### src/rtl/mesh_term_tx.sv
// Terminal-side packet source for the mesh router: validates local writes, packs them into
// router words, buffers them in a FWFT FIFO and tracks sent/drop counts and router stalls.
module mesh_term_tx #(
  parameter int unsigned ROWS        = 4,
  parameter int unsigned COLUMNS     = 4,
  parameter int unsigned PAKG_SIZE   = 32,
  parameter int unsigned FIFO_DEPTH  = 16,
  parameter int unsigned MY_ROW      = 0,
  parameter int unsigned MY_COL      = 1,
  parameter int unsigned STALL_LIMIT = 64
) (
  input  logic                          clk,
  input  logic                          reset,
  input  logic                          wr_en,
  input  logic [3:0]                    wr_row,
  input  logic [3:0]                    wr_col,
  input  logic                          wr_mode,
  input  logic [PAKG_SIZE-18:0]         wr_payload,
  output logic                          full,
  output logic [$clog2(FIFO_DEPTH):0]   count,
  output logic                          pndng_i_in,
  output logic [PAKG_SIZE-1:0]          data_out_i_in,
  input  logic                          popin,
  output logic [15:0]                   sent_cnt,
  output logic [15:0]                   drop_cnt,
  output logic                          stall
);

  localparam int unsigned AW = $clog2(FIFO_DEPTH);
  localparam int unsigned CW = AW + 1;
  localparam int unsigned TW = $clog2(STALL_LIMIT + 1);

  localparam logic [3:0]    RowMax  = 4'(ROWS);
  localparam logic [3:0]    ColMax  = 4'(COLUMNS);
  localparam logic [3:0]    RowEdge = 4'(ROWS + 1);
  localparam logic [3:0]    ColEdge = 4'(COLUMNS + 1);
  localparam logic [3:0]    SelfRow = 4'(MY_ROW);
  localparam logic [3:0]    SelfCol = 4'(MY_COL);
  localparam logic [CW-1:0] Depth   = CW'(FIFO_DEPTH);
  localparam logic [TW-1:0] Limit   = TW'(STALL_LIMIT);

  typedef enum logic [0:0] {StIdle, StWait} stall_state_e;

  logic [PAKG_SIZE-1:0] mem [FIFO_DEPTH];
  logic [AW-1:0]        wr_ptr_q, rd_ptr_q, rd_ptr_d;
  logic [CW-1:0]        count_q, count_d, remain;
  logic [PAKG_SIZE-1:0] data_q, data_d, wr_word;
  logic [15:0]          sent_q, drop_q;
  logic [TW-1:0]        timer_q, timer_d;
  logic                 stall_q, stall_d;
  stall_state_e         state_q, state_d;

  logic row_side, col_side, self_hit, push, pop, reject;

  // Legal targets are the off-mesh ring cells: north/south or west/east terminals.
  assign row_side = (wr_row == 4'd0 || wr_row == RowEdge) && wr_col >= 4'd1 && wr_col <= ColMax;
  assign col_side = (wr_col == 4'd0 || wr_col == ColEdge) && wr_row >= 4'd1 && wr_row <= RowMax;
  assign self_hit = (wr_row == SelfRow) && (wr_col == SelfCol);

  assign pop     = popin && (count_q != '0);
  assign push    = wr_en && (row_side || col_side) && !self_hit && (count_q != Depth || popin);
  assign reject  = wr_en && !push;
  assign wr_word = {8'h00, wr_row, wr_col, wr_mode, wr_payload};

  assign rd_ptr_d = pop ? rd_ptr_q + AW'(1) : rd_ptr_q;
  assign remain   = count_q - CW'(pop);
  assign count_d  = remain + CW'(push);

  // Head register tracks the post-update head; it holds its value once the FIFO drains.
  always_comb begin
    data_d = data_q;
    if (count_d != '0) begin
      data_d = (remain == '0) ? wr_word : mem[rd_ptr_d];
    end
  end

  always_ff @(posedge clk) begin
    if (push) begin
      mem[wr_ptr_q] <= wr_word;
    end
  end

  always_ff @(posedge clk) begin
    if (reset) begin
      wr_ptr_q <= '0;
      rd_ptr_q <= '0;
      count_q  <= '0;
      data_q   <= '0;
      sent_q   <= '0;
      drop_q   <= '0;
    end else begin
      if (push) wr_ptr_q <= wr_ptr_q + AW'(1);
      rd_ptr_q <= rd_ptr_d;
      count_q  <= count_d;
      data_q   <= data_d;
      if (pop) sent_q <= sent_q + 16'd1;
      if (reject && drop_q != 16'hFFFF) drop_q <= drop_q + 16'd1;
    end
  end

  // Stall detector: state register, next-state logic, timer/flag logic.
  always_ff @(posedge clk) begin
    if (reset) begin
      state_q <= StIdle;
      timer_q <= '0;
      stall_q <= 1'b0;
    end else begin
      state_q <= state_d;
      timer_q <= timer_d;
      stall_q <= stall_d;
    end
  end

  always_comb begin
    state_d = StIdle;
    if (!popin && count_q != '0) begin
      state_d = StWait;
    end
  end

  always_comb begin
    timer_d = '0;
    if (state_d == StWait) begin
      timer_d = (timer_q == Limit) ? timer_q : timer_q + TW'(1);
    end
    stall_d = stall_q || (timer_d == Limit);
  end

  assign full          = (count_q == Depth);
  assign count         = count_q;
  assign pndng_i_in    = (count_q != '0);
  assign data_out_i_in = data_q;
  assign sent_cnt      = sent_q;
  assign drop_cnt      = drop_q;
  assign stall         = stall_q;

endmodule

### config.mk
export PLATFORM = sky130hd
export DESIGN_NAME = mesh_term_tx
export DESIGN_NICKNAME = d
export VERILOG_FILES = /design/src/rtl/mesh_term_tx.sv
export SDC_FILE = /design/constraint.sdc
export NUM_CORES = 1
export LEC_CHECK = 0
export CORE_MARGIN = 4
export CORE_UTILIZATION = 40
export DETAILED_ROUTE_END_ITERATION = 10
export REMOVE_ABC_BUFFERS = 1
export SLEW_MARGIN = 20
export SYNTH_ARGS = -nofsm -noshare
export SYNTH_HDL_FRONTEND = slang
export SYNTH_SLANG_ARGS = --single-unit
### constraint.sdc
create_clock -name clk -period 6.8 [get_ports clk]
set_clock_uncertainty 0.05 [all_clocks]
set_input_delay 0.68 -clock clk [delete_from_list [all_inputs] [get_ports clk]]
set_output_delay 0.68 -clock clk [all_outputs]
set_load 0.01 [all_outputs]
# Yosys cells after proc, flatten, opt, wreduce, memory -nomap -nowiden

Memory sizes are Yosys's and may differ from the RTL's.
Index checks and enable logic that the tools add are counted.

Reductions and logical operators: 25
Add/subtract/negate cells: 7
Multiplexer cells: 7
Equality and inequality tests: 8
Magnitude comparators: 4

Operators with widths:

| operator                                                                            | count |
|---|---|
| 16-bit by 1-bit adder with 16-bit output, second input constant                     | 2 |
| 32-bit 2-to-1 mux                                                                   | 1 |
| 16-bit inequality test, second input constant                                       | 1 |
| 7-bit == test, second input constant                                                | 2 |
| 7-bit 2-to-1 mux                                                                    | 2 |
| 1-bit logical AND                                                                   | 12 |
| 5-bit nonzero test                                                                  | 2 |
| 4-bit by 1-bit adder with 4-bit output, second input constant                       | 2 |
| 4-bit by 3-bit == test with 1-bit output, second input constant                     | 2 |
| 4-bit by 1-bit greater-or-equal comparator with 1-bit output, second input constant | 2 |
| 4-bit by 3-bit <= comparator with 1-bit output, second input constant               | 2 |
| 4-bit logical NOT                                                                   | 2 |
| 7-bit by 1-bit adder with 7-bit output, second input constant                       | 1 |
| 5-bit by 1-bit adder with 5-bit output                                              | 1 |
| 5-bit == test, second input constant                                                | 1 |
| 5-bit logical NOT                                                                   | 1 |
| 1-bit logical OR                                                                    | 5 |
| 5-bit inequality test, second input constant                                        | 1 |
| 5-bit by 1-bit subtractor with 5-bit output                                         | 1 |
| 4-bit by 1-bit == test with 1-bit output, second input constant                     | 1 |
| 4-bit 2-to-1 mux                                                                    | 1 |
| 1-bit logical NOT                                                                   | 3 |
| 1-bit 2-to-1 mux                                                                    | 3 |

Input port bits: 28
Output and inout bits: 72
Register bits after elaboration: 85
Word-level logic and storage cells: 60
Bits in writable memories: 384
Memories: 1

Memories:

| memory | words | width | read ports | clocked after Yosys merged registers in | write ports | RTL line | source |
|---|---|---|---|---|---|---|---|
| mem    | 16    | 24    | 1          | 0                                       | 1           | 44       | `logic [PAKG_SIZE-1:0] mem [FIFO_DEPTH];` |

# Depth between registers and ports, before layout

Depth after elaboration: 11
Depth in mapped cells: 16
Gate-level depth less buffers: 13

# Least setup slack after synthesis

OpenSTA, ideal clock, no wires.

Path type: input to register
From: input port wr_col[0]
To: memory mem[0][0] in the netlist's numbering (enable)
Required time: 6.315 ns
Setup time: 0.435 ns
Arrival time: 3.682 ns
Path slack: 2.633 ns
Cell stages on the path: 6
Buffers on the path: 0
Path through: or3b_1 -> a2111o_1 -> and2_4 -> nor2_2 -> nand2_1 -> nor3_1

Word-level cells in the longest chain between the ends: 10
Elaborated cells on any way between the ends: 18
Those cells by class: 2 x order compare; 2 x eq/ne; 2 x mux; 12 x reduce/logical

RTL lines:

| element                                                                                                              | RTL line | source |
|---|---|---|
| from (decl)                                                                                                          | 16       | `input logic [3:0] wr_col,` |
| parallel branches: the longest is 6 deep, another holds 4-bit by 1-bit greater-or-equal comparator with 1-bit output | n/a      |  |
| 1-bit logical AND * (2 in a row)                                                                                     | 61       | `assign push = wr_en && (row_side \|\| col_side) && !self_hit && (count_q != Depth \|\| popin);` |
| named net push                                                                                                       | 53       | `logic row_side, col_side, self_hit, push, pop, reject;` |
| 1-bit 2-to-1 mux *                                                                                                   | 78       | `if (push) begin` |
| 1-bit 2-to-1 mux (not written as such) *                                                                             | 79       | `mem[wr_ptr_q] <= wr_word;` |
| to (decl)                                                                                                            | 44       |  |

Mark *: on every way through the listed nets, which the timed path passes.

# Worst setup path after layout

From: input port wr_col[0]
To: register data_q[22], in the netlist data_out_i_in[22]

Word-level cells in the longest chain between the ends: 10
Elaborated cells on any way between the ends: 18
Those cells by class: 1 x add/sub; 2 x order compare; 2 x eq/ne; 13 x reduce/logical

RTL lines:

| element                                                                                                              | RTL line | source |
|---|---|---|
| parallel branches: the longest is 6 deep, another holds 4-bit by 1-bit greater-or-equal comparator with 1-bit output | n/a      |  |
| 1-bit logical AND * (2 in a row)                                                                                     | 61       |  |
| named net push                                                                                                       | 53       |  |
| 5-bit by 1-bit adder with 5-bit output *                                                                             | 67       | `assign count_d = remain + CW'(push);` |
| 5-bit nonzero test *                                                                                                 | 72       | `if (count_d != '0) begin` |
| to (signal assigned)                                                                                                 | 95       | `data_q <= data_d;` |
| to (decl)                                                                                                            | 47       | `logic [PAKG_SIZE-1:0] data_q, data_d, wr_word;` |

Marked as above.
A chain may end at the register's enable or synchronous reset.

==> qor.yml <==
status: "finished clean"
clkPwrFrac: 0.287
power_density_nw_per_um2: 384.1
synth_area_leaders: "edfxtp_1 53%, mux4_2 19%, dfxtp_1 7.0%"
fin_crit_sh: 0.6315
cpMostUsedCell: "ha_1"
die-area_um2: 58700
p_leak_nw: 7.822
seqPwrFrac: 0.336
ant_nets: 0
avgRoutedWirePerCell_um: 27.33
p_int_mw: 6.593
path_cells: "clkdlybuf4s50_1 > or3b_1 > a2111o_1 > and2_4 > nor2_2 > ha_1 > ha_1 > nand2b_1 > nand4b_1 > a21o_1 > nand4_1 > buf_4 > mux2i_1 > a311oi_1"
slowest_delay_ps: 790
ios: 100
drt_iter0_drc: 1259
synth-main-ff-cell: "edfxtp_1"
cts_tree: "yes"
hold_violations: 0
syn_avg_cell_area_um2: 16.05
crit_fanout: 26
grt_max_degree: 119
power_switching_mw: 3.228
cts_root_buffer: "clkbuf_16"
area_growth_pct: 16.45
antenna_found_initial: 1
syn_area_um2: 21950
worstSetupPathType: "input port to register"
clkLatencyLatePin_ps: 600
slew_viol_final: 0
synth_cell_types: 62
async_flop_share: 0
p_total_mw: 9.821
die_w_um: 242.3
yosysTopAreaCell: "edfxtp_1"
rows: 85
worstPathArrival_ps: 4750
h-tree-depth: 2
rsz0062_at_grt: "no"
grt_pass1_vias: 13800
wirelength_um: 59440
drt_first_pass_iters: 5
startpoint: "wr_col[0]"
timing.rr.start: "rd_ptr_q[0]"
setup_viol: 0
cts_buffer_depth: 3
synth_top_area_frac: 0.5252
ys_seq_elements: 461
post-cts-setup-buffers: 0
sw_frac_of_total: 0.3287
drc_errors: 0
start_kind: "input port"
synthCells: 1368
start_util: 0.4056
ys_seq_area_frac: 0.5954
drv_cap: 0
drive_gt1_frac: 0.2564
comb_power_share: 0.377
layout.nets: 1479
hp-start: "data_out_i_in[13]"
drt-vias-per-instance: 6.150
dpl.hpwl_um: 33570
gr-usage-all-layers: 0.2001
slew-limit-headroom: 0.2569
min_path_type: "register to register"
fp.coreArea_um2: 54130
clk_pin_slew_ps: 60
whs_ps: 424.9
clock_sinks: 461
gr-total-overflow: 0
layout_min_cycle_time_ps: 4295
cts_buffers: 50
yosys_warnings: 0
tightest_slew_ps: 1112
fmax_mhz: 232.9
dieHeight_um: 242.3
ir_drop_mv: 0.2931
critPathRequiredTime_ps: 7250
vias: 13380
grt_pass1_wl_um: 88970
synth-edff-count: 384
final_core_util: 0.4723
crit_path_end_kind: "register"
cts_resized: 0
gp_congestion: 0.7750
ctsHoldBuffers: 0
port_buffers: 91
cpMaxStageDelayCell: "clkdlybuf4s50_1"
-- final timing paths --
path | depth (start not counted) | endpoint | slack (ps)
worst max-delay path | 14 | data_out_i_in[22] | 2510
worst min-delay path | 2 | data_out_i_in[13] | 420
worst max register to register | 7 | data_out_i_in[2] | 2850
worst min register to register | 2 | data_out_i_in[13] | 420
-- metal layers --
metal / share of wire / vias up / GRT usage
li1: - / 5768 / -
met1: 0.41 / 6943 / 0.2660
met2: 0.48 / 538 / 0.3320
met3: 0.081 / 127 / 0.04272
met4: 0.032 / 0 / 0.06249
met5: 0 / - / 0
-- sequential cells by signal, indices dropped and copies added (netlist names) --
register,cells
drop_cnt,16
stall,1
data_out_i_in,24
wr_ptr_q,4
mem,384
sent_cnt,16
rd_ptr_q,4
timer_q,7
count,5
-- cell families after synthesis --
logic type | synth area share
compound gates | 0.06867
xor+xnor | 0.01037
fa+ha+maj | 0.007409
buf+inv | 0.02935
flops | 0.5954
mux | 0.2116
other cells | 0.0001708
simple gates | 0.07699
-- cell usage after synthesis (11+ instances only) --
cell and count:
a2111oi_0 23, a21oi_1 48, a22oi_1 23, buf_2 32, buf_4 16, clkbuf_1 58
dfxtp_1 77, edfxtp_1 384, ha_1 13, inv_1 30, mux2_2 29, mux4_2 190
nand2_1 29, nand3_1 18, nor2_1 73, nor2b_1 15, nor3_1 14, nor3b_1 78
o211a_1 16, o211ai_1 23, o21ai_0 14, o32ai_1 16, or3_1 11, xnor2_1 12
xor2_1 14
-- cell type report --
class | count | area [um2]
Clock buffer | 67 | 1404
Sequential cell | 461 | 13080
Antenna cell | 1 | 2.502
Multi-Input combinational cell | 769 | 8471
Fill cell | 4530 | 28570
Inverter | 31 | 116.4
Tap cell | 696 | 870.8
Clock inverter | 25 | 295.3
Timing Repair Buffer | 125 | 1326
-- power groups by stage --
stage                     logic, mW  registers, mW  clock network [mW]
after floorplan                2.73           3.56                   0
after global placement         3.68           3.35                   0
after detailed placement       3.71           3.35                   0
after CTS                      3.74           3.30                2.86
after global routing           4.00           3.31                3.00
final                          3.71           3.30                2.82
-- per-stage QoR --
stage	area (um2)	TNS [ps]	setup WS (ps)	instances
after floorplan	21450	-84080	-3406	1261
after global placement	23740	0	2082	2077
after detailed placement	23870	0	1912	2082
after CTS	25560	0	2579	2174
after global routing	25560	0	2269	2174
final	25570	0	2505	2175
-- worst max-delay path, delay by kind of cell --
family	cells	cell delay (ps)
and+or+nand+nor	6	1390
buffers and inverters	2	1150
adders and majority gates	2	470
muxes	1	130
AOI/OAI and AO/OA	3	900
-- cell usage in the layout, fill, tap and decap left out, drive strengths merged, types with 14 or more instances in the layout --
cell	synthesis	final
nor2b	15	15
xor2	14	14
nor3b	78	78
nor2	74	74
a21oi	48	48
clkinv	0	14
inv	31	35
mux2	29	29
o32ai	16	16
o21ai	16	16
nand2	29	29
edfxtp	384	384
a22oi	23	23
nand3	18	18
clkdlybuf4s50	0	90
clkbuf	58	67
a2111oi	23	23
mux4	190	190
dfxtp	77	77
o211ai	23	23
buf	56	35
nor3	14	14
o211a	16	16
No activity file was read; power rests on OpenSTA's default activity.
